### src/rtl/fetch_cycle.sv
// Instruction-fetch stage: PC, sync-read imem drive, IF/ID register with stall/flush/redirect.
// Optional FETCH_PERF_EN macro adds saturating fetched/bubble counters.
module fetch_cycle #(
  parameter int                   PC_W      = 9,
  parameter int                   INSTR_W   = 33,
  parameter int                   PC_STEP   = 4,
  parameter int                   RESET_PC  = 0,
  parameter logic [INSTR_W-1:0]   NOP_INSTR = '0
) (
  input  logic               clk,
  input  logic               rst,
  input  logic               StallF,
  input  logic               StallD,
  input  logic               FlushD,
  input  logic               PCSrcE,
  input  logic [PC_W-1:0]    PCTargetE,
  output logic [PC_W-1:0]    imem_addr,
  output logic               imem_en,
  input  logic [INSTR_W-1:0] imem_rdata,
  output logic [INSTR_W-1:0] InstrD,
  output logic [PC_W-1:0]    PCD,
  output logic [PC_W-1:0]    PCPlus4D,
  output logic               ValidD
`ifdef FETCH_PERF_EN
  ,
  output logic [15:0]        PerfFetched,
  output logic [15:0]        PerfBubbles
`endif
);

  typedef enum logic {BOOT, RUN} state_t;

  localparam logic [PC_W-1:0] STEP  = PC_W'(PC_STEP);
  localparam logic [PC_W-1:0] RSTPC = PC_W'(RESET_PC);

  state_t state_q, state_d;
  logic [PC_W-1:0]    pcf_q, next_pc;
  logic [INSTR_W-1:0] instr_q, instr_d;
  logic [PC_W-1:0]    pcd_q, pcd_d, pcp4_q, pcp4_d;
  logic               valid_q, valid_d;
  logic               boot, bubble, load;

  // FSM: state register
  always_ff @(posedge clk or posedge rst) begin
    if (rst) state_q <= BOOT;
    else     state_q <= state_d;
  end

  // FSM: next state -- BOOT lasts exactly one edge
  always_comb begin
    state_d = RUN;
  end

  // FSM: outputs / datapath control
  always_comb begin
    boot   = (state_q == BOOT);
    bubble = boot || FlushD || PCSrcE;
    load   = !bubble && !StallD;
    if (boot)        next_pc = RSTPC;
    else if (PCSrcE) next_pc = PCTargetE;
    else if (StallF) next_pc = pcf_q;
    else             next_pc = pcf_q + STEP;
    // BOOT must read RESET_PC regardless of StallF so RUN sees valid data
    imem_en = !rst && (boot || PCSrcE || !StallF);
  end

  assign imem_addr = next_pc;

  always_comb begin
    instr_d = instr_q;
    pcd_d   = pcd_q;
    pcp4_d  = pcp4_q;
    valid_d = valid_q;
    if (bubble) begin
      instr_d = NOP_INSTR;
      valid_d = 1'b0;
    end else if (load) begin
      instr_d = imem_rdata;
      pcd_d   = pcf_q;
      pcp4_d  = pcf_q + STEP;
      valid_d = 1'b1;
    end
  end

  always_ff @(posedge clk or posedge rst) begin
    if (rst) begin
      pcf_q   <= RSTPC;
      instr_q <= NOP_INSTR;
      pcd_q   <= '0;
      pcp4_q  <= '0;
      valid_q <= 1'b0;
    end else begin
      pcf_q   <= next_pc;
      instr_q <= instr_d;
      pcd_q   <= pcd_d;
      pcp4_q  <= pcp4_d;
      valid_q <= valid_d;
    end
  end

  assign InstrD   = instr_q;
  assign PCD      = pcd_q;
  assign PCPlus4D = pcp4_q;
  assign ValidD   = valid_q;

`ifdef FETCH_PERF_EN
  logic [15:0] fetched_q, fetched_d, bubbles_q, bubbles_d;

  always_comb begin
    fetched_d = fetched_q;
    bubbles_d = bubbles_q;
    if (load && fetched_q != 16'hFFFF)   fetched_d = fetched_q + 16'd1;
    if (bubble && bubbles_q != 16'hFFFF) bubbles_d = bubbles_q + 16'd1;
  end

  always_ff @(posedge clk or posedge rst) begin
    if (rst) begin
      fetched_q <= '0;
      bubbles_q <= '0;
    end else begin
      fetched_q <= fetched_d;
      bubbles_q <= bubbles_d;
    end
  end

  assign PerfFetched = fetched_q;
  assign PerfBubbles = bubbles_q;
`endif

endmodule
### config.mk
export PLATFORM = sky130hd
export DESIGN_NAME = fetch_cycle
export DESIGN_NICKNAME = d
export VERILOG_FILES = /design/src/rtl/fetch_cycle.sv
export SDC_FILE = /design/constraint.sdc
export NUM_CORES = 1
export LEC_CHECK = 0
export CAP_MARGIN = 10
export CORE_MARGIN = 8
export CORE_UTILIZATION = 46
export CTS_BUF_LIST = sky130_fd_sc_hd__clkbuf_8
export DETAILED_ROUTE_END_ITERATION = 8
export PLACE_DENSITY = 0.88
export SYNTH_ARGS = -nofsm -noshare
export SYNTH_HDL_FRONTEND = slang
export SYNTH_SLANG_ARGS = --single-unit
### constraint.sdc
create_clock -name clk -period 5.51 [get_ports clk]
set_clock_uncertainty 0.1 [all_clocks]
set_input_delay 0.8265 -clock clk [delete_from_list [all_inputs] [get_ports clk]]
set_output_delay 0.8265 -clock clk [all_outputs]
set_load 0.02 [all_outputs]
==> results of run 1 <==
==> registers in the layout, indices dropped and copies added (netlist names) <==
| signal | count |
|---|---|
| ValidD | 1 |
| pcf_q | 9 |
| InstrD | 33 |
| state_q | 1 |
| PCD | 9 |
| PCPlus4D | 7 |
==> cell usage after synthesis <==
cell type | instances | area share [%]
xnor2_1 | 6 | 2.2
nor2_1 | 7 | 1.1
nor4bb_1 | 1 | 0.42
clkbuf_1 | 3 | 0.47
o21ai_0 | 8 | 1.7
buf_6 | 1 | 0.47
or3b_1 | 1 | 0.36
nor2_4 | 1 | 0.47
and2_1 | 1 | 0.26
xor2_1 | 3 | 1.1
nor2_8 | 1 | 0.83
ha_1 | 1 | 0.52
or3_1 | 2 | 0.52
inv_1 | 4 | 0.62
a31oi_1 | 3 | 0.78
a21oi_1 | 8 | 1.7
nor3_1 | 1 | 0.21
buf_4 | 3 | 0.94
conb_1 | 1 | 0.16
nor2b_1 | 3 | 0.78
buf_2 | 7 | 1.5
o31ai_1 | 1 | 0.31
mux2_1 | 7 | 3.3
a22o_1 | 33 | 12
mux2i_1 | 3 | 1.3
o211a_1 | 2 | 0.83
mux2_2 | 3 | 1.4
dfrtp_1 | 60 | 63
nand2_1 | 5 | 0.78
nand3_1 | 3 | 0.62
==> final timing paths <==
kind,cells past startpoint,slack [ns],to
setup / recovery,5,1.77,imem_addr[8]
hold / removal,1,0.38,PCD[4]
setup reg to reg,3,3.19,PCD[6]
hold reg to reg,1,0.38,PCD[4]
max in group asynchronous,3,3.89,InstrD[20]
min in group asynchronous,3,0.95,pcf_q[4]
==> layer usage <==
| layer | global-route usage, % | vias up | share of wire [%] |
|---|---|---|---|
| met2 | 25.9 | 85 | 46 |
| met3 | 9.38 | 7 | 12 |
| met5 | 0 | - | 0 |
| met4 | 5.53 | 0 | 0.94 |
| li1 | - | 874 | - |
| met1 | 20.0 | 935 | 41 |
==> through the flow <==
stage	hold slack (ns)	setup slack, ns	total power (W)
final	0.385	1.77	0.00111
after floorplan	0.364	2.74	0.000598
after CTS	0.389	1.79	0.00112
after detailed placement	0.374	1.79	0.000718
after global routing	0.404	1.66	0.00116
after global placement	0.369	1.87	0.000713
==> final cells by class <==
class / count / area, um^2
sequential: 60 / 1500
fill: 362 / 1360
timing repair buffer: 110 / 1100
multi-input combinational: 105 / 806
clock buffer: 11 / 151
tap: 70 / 87.6
clock inverter: 5 / 51.3
inverter: 4 / 15.0
==> cell families after synthesis <==
kind of cell	Yosys count	share of synthesized area, %
and+or+nand+nor	26	6.35
buffers and inverters	18	3.96
adders and majority gates	1	0.521
AOI/OAI and AO/OA	55	17.3
DFF	60	62.5
muxes	13	5.94
xor gates and xnor gates	9	3.28
other	1	0.156
==> power breakdown <==
part	internal [W]	switching (W)	leakage [nW]
combinational	0.000112	0.000101	0.727
clock	0.000230	0.000168	0.107
sequential	0.000473	0.0000225	0.800
==> impl_metrics.toml, run 1 <==
[clock_network]
cts_buffer_depth = 2
cts_root_buffer = "clkbuf_8"
clock_latency_ns = 0.33
hold_buffers = 0
htree_levels = 3
clkSinkCount = 60
numCtsBuffers = 9
clk_pin_slew_ns = 0.06
ctsResizeCount = 0
tritoncts = "yes"
postCtsSetupRepairBufs = 0

[routing]
vias = 1901
ant_nets = 0
drtPass1Iterations = 4
drt-initial-drc-count = 74
drcViolationCount = 0
vias_per_cell = 5.21
wl_um = 6480
wl_per_cell_um = 17.8

[layout]
syn_to_final_growth_pct = 54.5
final_core_util_pct = 73.1
final_common_cell = "clkdlybuf4s50_1"
final_cell_mix = "clkdlybuf4s50_1 (109), dfrtp_1 (60), a22o_1 (33)"
fin_cells = 365
fin_nets = 339
stdcell_area_mm2 = 0.00371
diodes = 0
drive_gt1_share_pct = 7.46

[outcome]
outcome = "finished, final reports clean"

[worst_setup_path]
cp_num_buf_inv = 2
slowest_delay_ns = 0.64
critical_path.cell_chain = "clkdlybuf4s50_1, nor4bb_1, xnor2_1, a21oi_1, clkdlybuf4s50_1"
cpLargestDelayFamily = "buffers and inverters"
cp-end-kind = "output port"
start_kind = "input port"
worstSetupStartpoint = "StallF"
required_ns = 4.58
crit_arrival_ns = 2.81
crit_type = "in -> out"
timing.rr.start = "state_q"
path_max_fanout = 10
crit_path_top_delay_cell = "clkdlybuf4s50_1"
cpMostUsedCell = "clkdlybuf4s50_1"

[placed_design]
finalWeightedCongestion = 0.837
place_area_mm2 = 0.00351
dp.cells = 349
io_buffer_count = 109
dp_hpwl_um = 4610

[global_route]
grt_max_degree = 61
grt_pass1_vias = 1982
globalRouteTotalUtil_pct = 17.0
grt_overflow = 0
grt_pass1_wl_um = 10000
antenna_found_initial = 0

[power_and_ir_drop]
leakage_nw = 1.63
peakVddDrop_uv = 198
power.density_mw_per_mm2 = 298

[yosys]
synth-seq-cells = 60
yosys_warnings = 0
netlist_instances = 183
seq_area_frac_synth_pct = 62.5
synth_nets = 232
postSynthAreaPerCell_um2 = 13.1
yosys.cell_types.count = 30
synth_area_mm2 = 0.00240

[timing]
slew_violations = 0
finalSetupTns_ns = 0
setup_viol = 0
post-route-min-period_ns = 3.74
worst_slew_pin_slew_ns = 0.756
post-route-period-util_pct = 67.8
rsz0062_at_grt = "no"
fmax_mhz = 267
slew_headroom_pct = 49.5
finalHoldViolCount = 0

[min_path]
min_path_type = "reg -> reg"
min_from = "PCD[4]"

[run]
cap_violations = 0

[floorplan]
core_area_mm2 = 0.00507
die_y_um = 88.3
pin_count = 110
die_w_um = 88.3
start_util_pct = 47.3
die-area_mm2 = 0.00779
rows = 26
Power figures use the tool's default switching activity.
==> run 2, diff against run 1 <==
--- a/config.mk
+++ b/config.mk
@@ -7,10 +7,10 @@
 export LEC_CHECK = 0
 export CAP_MARGIN = 10
 export CORE_MARGIN = 8
-export CORE_UTILIZATION = 46
+export CORE_UTILIZATION = 43
 export CTS_BUF_LIST = sky130_fd_sc_hd__clkbuf_8
 export DETAILED_ROUTE_END_ITERATION = 8
-export PLACE_DENSITY = 0.88
+export PLACE_DENSITY = 0.83
 export SYNTH_ARGS = -nofsm -noshare
 export SYNTH_HDL_FRONTEND = slang
 export SYNTH_SLANG_ARGS = --single-unit
==> constraint.sdc (replaced) <==
create_clock -name clk -period 3.7 [get_ports clk]
set_clock_uncertainty 0.1 [all_clocks]
set_input_delay 0.555 -clock clk [delete_from_list [all_inputs] [get_ports clk]]
set_output_delay 0.555 -clock clk [all_outputs]
set_load 0.02 [all_outputs]
==> run 2 against run 1 <==
Worst setup slack lost 1.3 ns. Final cell count grew 0.82%. Register-to-register slack lost 1.8 ns. Largest cell class unchanged.
==> impl_metrics.toml, run 2 (synthesized netlist as in run 1, its figures left out) <==
[timing]
rsz0062_at_grt = "no"
worst_slew_pin_slew_ns = 0.748
finalHoldViolCount = 0
setup_viol = 0
fmax_mhz = 310
slew_headroom_pct = 50.0
finalSetupTns_ns = 0
slew_violations = 0
post-route-min-period_ns = 3.23
worst_slack_ns = 0.475
post-route-period-util_pct = 87.2

[worst_setup_path]
required_ns = 3.04
cp-end-kind = "output port"
cpMostUsedCell = "clkdlybuf4s50_1"
crit_type = "in -> out"
cp_num_buf_inv = 2
crit_arrival_ns = 2.57
start_kind = "input port"
slowest_delay_ns = 0.65
cpLargestDelayFamily = "buffers and inverters"
crit_path_top_delay_cell = "clkdlybuf4s50_1"
path_max_fanout = 10
critical_path.cell_chain = "clkdlybuf4s50_1, nor4bb_1, xnor2_1, a21oi_1, clkdlybuf4s50_1"

[global_route]
met3_usage_pct = 6.23
grt_pass1_wl_um = 10400
grt_overflow = 0
antenna_found_initial = 0
grt_pass1_vias = 2016
globalRouteTotalUtil_pct = 15.9
grt.met1_usage_pct = 18.3
grt_use_met2_pct = 25.4
grt_max_degree = 61
busiest_layer = "met2"

[clock_network]
cts_root_buffer = "clkbuf_8"
hold_buffers = 0
htree_levels = 3
clkSinkCount = 60
ctsResizeCount = 0
clk_pin_slew_ns = 0.06
cts_buffer_depth = 2
numCtsBuffers = 9
clock_latency_ns = 0.33
postCtsSetupRepairBufs = 0
tritoncts = "yes"

[routing]
drcViolationCount = 0
drt-initial-drc-count = 53
vias_per_cell = 5.03
wl_um = 6370
drtPass1Iterations = 5
wl_per_cell_um = 17.3
vias = 1851
ant_nets = 0

[layout]
final_common_cell = "clkdlybuf4s50_1"
multi_input_area_um2 = 806
syn_to_final_growth_pct = 56.9
final_cell_mix = "clkdlybuf4s50_1 (109), dfrtp_1 (60), a22o_1 (33)"
fillers = 405
largest_reg_flops = 33
fin_nets = 340
diodes = 0
regArea_mm2 = 0.00150
drive_gt1_share_pct = 7.77

[power_and_ir_drop]
leakage_nw = 1.66
p_comb_share_pct = 17.8
p_sw_share_pct = 24.1
power.density_mw_per_mm2 = 473
p_sw_w = 0.000429
clkPwrFrac_pct = 40.7
p_int_w = 0.00135
peakVddDrop_uv = 361
power_frac_seq_pct = 41.4

[floorplan]
die_w_um = 90.7
die_y_um = 90.7
core_area_mm2 = 0.00544
rows = 27
pin_count = 110
die-area_mm2 = 0.00823
start_util_pct = 44.2

[outcome]
outcome = "finished, final reports clean"

[placed_design]
io_buffer_count = 109
finalWeightedCongestion = 0.797
dpl_worst_slack_ns = 0.450
dp_hpwl_um = 4570

[min_path]
min_path_type = "reg -> reg"

[run]
cap_violations = 0
==> run 2: changes by cell type in the layout (fill, tap and decap cells not counted) <==
cell        change
buf_4           +1
clkinv_2        -1
bufinv_16       +2
clkinvlp_4      -1
==> run 2: stage by stage <==
stage / instance area [um^2] / utilization, % / total power (W) / hold slack [ns] / cells
after floorplan: 2400 / - / 0.000891 / 0.364 / 183
after global placement: 3520 / 64.7 / 0.00106 / 0.370 / 352
after detailed placement: 3520 / 64.7 / 0.00107 / 0.380 / 352
after CTS: 3770 / 69.3 / 0.00180 / 0.397 / 368
after global routing: 3770 / 69.3 / 0.00186 / 0.408 / 368
final: 3770 / 69.3 / 0.00178 / 0.390 / 368
==> run 2: worst register-to-register path: cells and delay by family (launching register included) <==
family / cells / cell delay [ns]
flip-flops: 1 / 0.51
AND/OR/NAND/NOR: 3 / 1.07
buffers and inverters: 1 / 0.36
AO/OA/AOI/OAI: 1 / 0.14
==> run 2: layout make-up <==
class	count	share of cell area (%)
Clock buffer	11	4.02
Clock inverter	5	2.62
Inverter	4	0.398
Multi-Input combinational cell	105	21.4
Sequential cell	60	39.8
Tap cell	72	2.39
Timing Repair Buffer	111	29.3
==> run 2: metal layers <==
metal / wire length, um / up-vias
met5: 0 / -
met4: 102 / 0
met3: 544 / 10
met2: 3020 / 70
met1: 2700 / 887
li1: - / 884
==> run 2: final timing paths <==
check	startpoint	end	slack, ns	depth (start not counted)
min in group asynchronous	rst	pcf_q[4]	0.68	3
hold reg to reg	PCD[5]	PCD[5]	0.39	1
hold / removal	PCD[5]	PCD[5]	0.39	1
max in group asynchronous	rst	ValidD	2.33	3
setup reg to reg	state_q	PCPlus4D[8]	1.44	5
setup / recovery	StallF	imem_addr[8]	0.47	5
==> run 2: power groups by stage <==
stage               Combinational, W  Sequential [W]  Clock (W)
floorplan                  0.0000962        0.000795          0
global placement            0.000316        0.000747          0
detailed placement          0.000320        0.000750          0
CTS                         0.000322        0.000739   0.000743
global route                0.000339        0.000745   0.000773
finish                      0.000317        0.000738   0.000726
==> run 3, diff against run 2 <==
--- a/config.mk
+++ b/config.mk
@@ -5,6 +5,7 @@
 export SDC_FILE = /design/constraint.sdc
 export NUM_CORES = 1
 export LEC_CHECK = 0
+export ABC_CLOCK_PERIOD_IN_PS = 3700
 export CAP_MARGIN = 10
 export CORE_MARGIN = 8
 export CORE_UTILIZATION = 43
==> results of run 3 <==
Same layout as run 2: the final DEF is identical, and so are final timing and power.
